==> src/rtl/seq_detector.sv <==
// Serial pattern detector (Mealy). Keeps the last PAT_LEN-1 bits plus a fill count so
// that a match fires combinationally on the cycle the final pattern bit sits on x.
module seq_detector #(
    parameter int unsigned          PAT_LEN = 4,
    parameter logic [PAT_LEN-1:0]   PATTERN = 4'b0110,
    parameter bit                   OVERLAP = 1'b1
) (
    input  logic x,
    input  logic clk,
    input  logic reset,
    output logic z
);

    localparam int unsigned     FW       = $clog2(PAT_LEN);
    localparam logic [FW-1:0]   FILL_MAX = FW'(PAT_LEN - 1);

    logic [PAT_LEN-2:0] hist_q, hist_d;
    logic [FW-1:0]      fill_q, fill_d;
    logic [PAT_LEN-1:0] window;
    logic               full;

    always_comb begin
        window = {hist_q, x};
        full   = (fill_q == FILL_MAX);
        // Gating by full keeps the cleared history from faking a match after reset.
        z      = reset & full & (window == PATTERN);
        hist_d = window[PAT_LEN-2:0];
        fill_d = full ? fill_q : fill_q + 1'b1;
        if (!OVERLAP && z) begin
            hist_d = '0;
            fill_d = '0;
        end
    end

    always_ff @(posedge clk) begin
        if (!reset) begin
            hist_q <= '0;
            fill_q <= '0;
        end else begin
            hist_q <= hist_d;
            fill_q <= fill_d;
        end
    end

endmodule

==> config.mk <==
export PLATFORM = sky130hd
export DESIGN_NAME = seq_detector
export DESIGN_NICKNAME = d
export VERILOG_FILES = /design/src/rtl/seq_detector.sv
export SDC_FILE = /design/constraint.sdc
export NUM_CORES = 1
export LEC_CHECK = 0
export ABC_AREA = 1
export BUFFER_PORTS_ARGS = -buffer_cell sky130_fd_sc_hd__buf_4
export CORE_AREA = 2 2 39 41
export CTS_BUF_LIST = sky130_fd_sc_hd__clkbuf_4 sky130_fd_sc_hd__clkbuf_8 sky130_fd_sc_hd__clkbuf_16
export DETAILED_ROUTE_END_ITERATION = 10
export DIE_AREA = 0 0 41 43
export GPL_ROUTABILITY_DRIVEN = 0
export PLACE_DENSITY = 0.41
export SLEW_MARGIN = 10
export SYNTH_ARGS = -nofsm -noshare
export SYNTH_HDL_FRONTEND = slang
export SYNTH_SLANG_ARGS = --single-unit
==> constraint.sdc <==
create_clock -name clk -period 1.4 [get_ports clk]
set_clock_uncertainty 0.2 [all_clocks]
set_input_delay 0.28 -clock clk [delete_from_list [all_inputs] [get_ports clk]]
set_output_delay 0.28 -clock clk [all_outputs]
set_load 0.1 [all_outputs]
==> results of run 1 <==
## sequential cells by signal (all words and copies together), names as in the netlist
| name | count |
|---|---|
| hist_q | 3 |
| fill_q | 2 |
## critical path, cell delays in order (launching register included)
cell and delay [ns]:
dfxtp_2 0.34, ha_4 0.14, nand2_2 0.04, inv_2 0.04
nand2_2 0.05, nor2_4 0.09, buf_12 0.18
## final timing paths
kind	start	depth (start not counted)	slack [ns]	endpoint
max	fill_q[0]	6	-0.20	z
min reg2reg	hist_q[0]	2	0.23	hist_q[1]
max reg2reg	fill_q[0]	6	0.26	fill_q[0]
min	x	4	0.13	hist_q[0]
## synth_stat cells
cell	number	share of area, %
nor2_1	4	7.6
nor2_2	1	3.2
ha_1	1	6.3
dfxtp_1	5	51
o21ai_0	1	2.5
or2_1	1	3.2
inv_1	6	11
nand2_1	8	15
## power breakdown
part           switching (mW)  internal, mW
registers              0.0127         0.161
logic                  0.0246        0.0326
clock network          0.0515         0.127
## final cells by class
| cell class | count | area share, % |
|---|---|---|
| Clock buffer | 4 | 8.89 |
| Inverter | 6 | 6.67 |
| Multi-Input combinational cell | 16 | 28.9 |
| Sequential cell | 5 | 30.4 |
| Tap cell | 16 | 5.93 |
| Timing Repair Buffer | 7 | 19.3 |
## routing by layer
metal  up-vias  routed length (µm)  GRT usage (%)  share of wire (%)
met5         -                   0              0                  0
met4         0                   0           8.00                  0
met3         0                   0           1.57                  0
met2         0                 154           5.31                 48
met1        65                 169           5.19                 52
li1         99                   -              -                  -
## cells by family after synthesis
group / Yosys count / synth area share [%]
adders and majority gates: 1 / 6.33
DFF: 5 / 50.6
buffers and inverters: 6 / 11.4
AOI/OAI and AO/OA: 1 / 2.53
and+or+nand+nor: 14 / 29.1
## timing repair
item                       in CTS  in global routing
resized for setup               3                  2
pin swaps                       2                  0
hold endpoints to repair        0                  0
setup endpoints to repair       1                  1
==> flow_metrics.tcl, run 1 <==
set metrics [dict create \
    initial_utilization_pct 14.3 \
    finalNonFillerCells 54 \
    violations "negative setup slack" \
    grt-ovfl-total 0 \
    rsz0062_at_grt "true" \
    ioPinCount 4 \
    hpwl_um 261 \
    post_cts_buffers 0 \
    cp.required_ns 0.92 \
    grt_usage_pct 4.83 \
    dp.cells 50 \
    firstDrtPassIters 3 \
    num_vias 164 \
    drt_iter0_markers 4 \
    detail-route-antenna-nets 0 \
    grt_pass1_wl_um 510 \
    ys_ff_latch 5 \
    drc 0 \
    timing.final.max_slew_violations 0 \
    pre_cts_ws_ns -0.0825 \
    final_cell_mix "nand2_1, buf_4, inv_1" \
    tightestPinTransition_ns 0.145 \
    finalHoldViolCount 0 \
    syn_nets 31 \
    std_cell_rows 14 \
    crit_path_start_kind "flop" \
    ff_latch_area_um2 103 \
    grt_pass1_vias 151 \
    period_share_pct 115 \
    syn_inst 27 \
    cts-root-buf "clkbuf_4" \
    crit_path_end_kind "output pin" \
    wirelength_um 323 \
    ys.warnings.count 0 \
    avgRoutedWirePerCell_um 5.98 \
    htreeDepth 1 \
    cts_tree "built" \
    coreArea_um2 1380 \
    power_mw 0.409 \
    antenna_found_initial 0 \
    critPathKind "flop to output pin" \
    ys_types 8 \
    path_clk_slew_ns 0.04 \
    worst_skew_pair.late_latency_ns 0.23 \
    synth_area_um2 198 \
    nNetsFinal 43 \
    fill_cells 146 \
    fin_util_pct 24.4 \
    drt-vias-per-instance 3.04 \
    max-cap-violations 0 \
    hp-class "primary input to flop" \
    clockBufferDepth 2 \
    finalInstanceArea_um2 338 \
    final.min_clock_period_ns 1.60 \
    diodes 0 \
    power_density_nw_per_um2 1210 \
    finalSetupTns_ns -0.204 \
    arrival_ns 1.12 \
    multi_input_area_um2 97.6 \
    die_x_um 41 \
    p_leak_nw 0.182 \
    grt_max_degree 6 \
    port_buffers 3 \
    path_max_fanout 2 \
    areaGrowthSynthToFinish_pct 70.9 \
    syn_avg_cell_area_um2 7.32 \
    fin_ws_ns -0.204 \
    placed_area_um2 293 \
    slew_headroom_pct 90.3 \
    layout-drive-gt1-share_pct 47.4 \
    holdBufCountCts 0 \
    cts_buffers 3 \
    clock_sinks 5 \
    hold_ws_ns 0.133 \
    yosysSeqAreaShare_pct 50.6 \
    status "finished, violations left" \
    ir_worst_vdd_mv 0.340 \
    die_h_um 43 \
    die-area_um2 1760 \
    setup-violations-final 1 \
    max_freq_mhz 623 \
]
(Power assumes the default switching activity.)
==> run 2: changes to the inputs <==
ABC_AREA = default   (was 1)
CORE_AREA = 8 8 45 47   (was 2 2 39 41)
DIE_AREA = 0 0 53 55   (was 0 0 41 43)
PLACE_DENSITY = 0.4   (was 0.41)
==> run 2 against run 1 <==
The flow still finishes with violations (negative setup slack). First-iteration DRC count down 100%. Sequential cell count unchanged. Critical path type unchanged. Highest routed layer is now met4. Hold slack worse by 0.058 ns. Register-to-register slack worse by 0.07 ns. Routed wire length up 21%. Via count down 13%. Utilization down 1.9 points. Combinational power up 26%. Clock power up 8%.
==> flow_metrics.tcl, run 2 <==
set metrics [dict create \
    status "finished, violations left" \
    violations "negative setup slack" \
    rsz0062_at_grt "true" \
    placed_area_um2 273 \
    ir_worst_vdd_mv 0.426 \
    p_leak_nw 0.132 \
    power_mw 0.443 \
    ys.warnings.count 0 \
    largest_reg_flops 3 \
    multi_input_area_um2 110 \
    path_max_fanout 2 \
    max-cap-violations 0 \
    areaGrowthSynthToFinish_pct 71.7 \
    htreeDepth 1 \
    setup-violations-final 1 \
    coreArea_um2 1380 \
    ys_types 8 \
    crit_path_start_kind "flop" \
    synth_most_common_cell "dfxtp_1" \
    antenna_found_initial 0 \
    drc 0 \
    final_cell_mix "buf_4, and2_1, clkbuf_4" \
    ff_latch_area_um2 103 \
    tightestPinTransition_ns 0.206 \
    avgRoutedWirePerCell_um 9.54 \
    die_h_um 55 \
    syn_nets 19 \
    die_x_um 53 \
    hold_ws_ns 0.0753 \
    ys_ff_latch 5 \
    cts_tree "built" \
    path_clk_slew_ns 0.04 \
    detail-route-antenna-nets 0 \
    top_regs "hist_q (3), fill_q (2)" \
    cts_buffers 3 \
    crit_path_end_kind "output pin" \
    yosysSeqAreaShare_pct 55.2 \
    syn_avg_cell_area_um2 12.1 \
    period_share_pct 127 \
    firstDrtPassIters 1 \
    finalNonFillerCells 41 \
    fin_ws_ns -0.385 \
    port_buffers 3 \
    diodes 0 \
    synthArstFlopShare_pct 0 \
    wirelength_um 391 \
    timing.final.max_slew_violations 0 \
    slew_headroom_pct 86.2 \
    fill_cells 151 \
    fin_util_pct 22.5 \
    ioPinCount 4 \
    worst_skew_pair.late_latency_ns 0.25 \
    std_cell_rows 14 \
    drt-vias-per-instance 3.46 \
    cpPeakStageDelay_ns 0.34 \
    nNetsFinal 30 \
    arrival_ns 1.30 \
    initial_utilization_pct 13.1 \
    hp-class "primary input to flop" \
    max_freq_mhz 560 \
    final_common_cell "buf_4" \
    synth_common_cells "dfxtp_1, and2_1" \
    crit_chain "ha_4, nand2_4, nor4b_4, buf_6" \
    syn_inst 15 \
    grt_usage_pct 3.72 \
    grt-ovfl-total 0 \
    die-area_um2 2920 \
    critPathKind "flop to output pin" \
    drt_iter0_markers 0 \
    netlist_top_cells_area "dfxtp_1, and2_1, nor4b_2" \
    layout-drive-gt1-share_pct 60.0 \
    clock_sinks 5 \
    finalHoldViolCount 0 \
    grt_max_degree 5 \
    dp.cells 37 \
    finalInstanceArea_um2 312 \
    cts-root-buf "clkbuf_4" \
    power_density_nw_per_um2 1420 \
    finalSetupTns_ns -0.385 \
    pre_cts_ws_ns -0.203 \
    regMostFlops "hist_q" \
    clockBufferDepth 2 \
    critPathSlowestCell "dfxtp_2" \
    synth_edf_count 0 \
    grt_pass1_vias 153 \
    yosysTopAreaCellShare_pct 55.2 \
    synth_largest_area_cell "dfxtp_1" \
    synth_area_um2 181 \
    final.min_clock_period_ns 1.78 \
    holdBufCountCts 0 \
    synth-main-ff-cell "dfxtp_1" \
    num_vias 142 \
    grt_pass1_wl_um 648 \
    cp.required_ns 0.92 \
]
[run 2: timing repair]
| action | in CTS | in global routing |
|---|---|---|
| gates resized for setup | 2 | 0 |
| pin swaps | 3 | 0 |
| setup buffers | 0 | 0 |
| cloned | 0 | 0 |
| endpoints found under the setup margin | 1 | 1 |
[run 2: worst max-delay path, delay by kind of cell (launching register included)]
kind          cells  cell delay [ns]
buf+inv           1             0.26
fa+ha+maj         1             0.15
simple gates      2             0.31
flops             1             0.34
[run 2: report_power, final]
part	leakage [nW]	switching (mW)	internal, mW	total (mW)
Sequential	0.0419	0.0148	0.163	0.178
Combinational	0.0717	0.0261	0.0460	0.0721
Clock	0.0184	0.0654	0.127	0.193
Total	0.132	0.106	0.336	0.443
[run 2: layer usage]
metal | vias up | share of wire, % | global-route usage, %
li1 | 70 | - | -
met1 | 62 | 39 | 2.89
met2 | 8 | 40 | 4.10
met3 | 2 | 18 | 5.08
met4 | 0 | 1.8 | 3.88
met5 | - | 0 | 0
[run 2: cell families (layout without fill, tap and decap cells)]
| group | Yosys count | count (layout) | synth area share [%] |
|---|---|---|---|
| simple gates | 7 | 7 | 27.6 |
| flops | 5 | 5 | 55.2 |
| fa+ha+maj | 1 | 1 | 6.90 |
| xor+xnor | 1 | 1 | 4.83 |
| mux | 1 | 1 | 5.52 |
| buf+inv | 0 | 10 | 0 |
[run 2: area by class of cell]
cell class	count	area share [%]
clock buffers	4	9.64
multi-input cells	10	35.3
flip-flops and latches	5	32.9
well taps	16	6.43
repair buffers	6	15.7
[run 2: final timing paths]
check / start / to / slack [ns] / cells after the start
setup / recovery: fill_q[0] / z / -0.38 / 4
hold / removal: x / hist_q[0] / 0.08 / 2
setup reg to reg: fill_q[1] / fill_q[0] / 0.19 / 4
hold reg to reg: hist_q[0] / hist_q[1] / 0.27 / 1
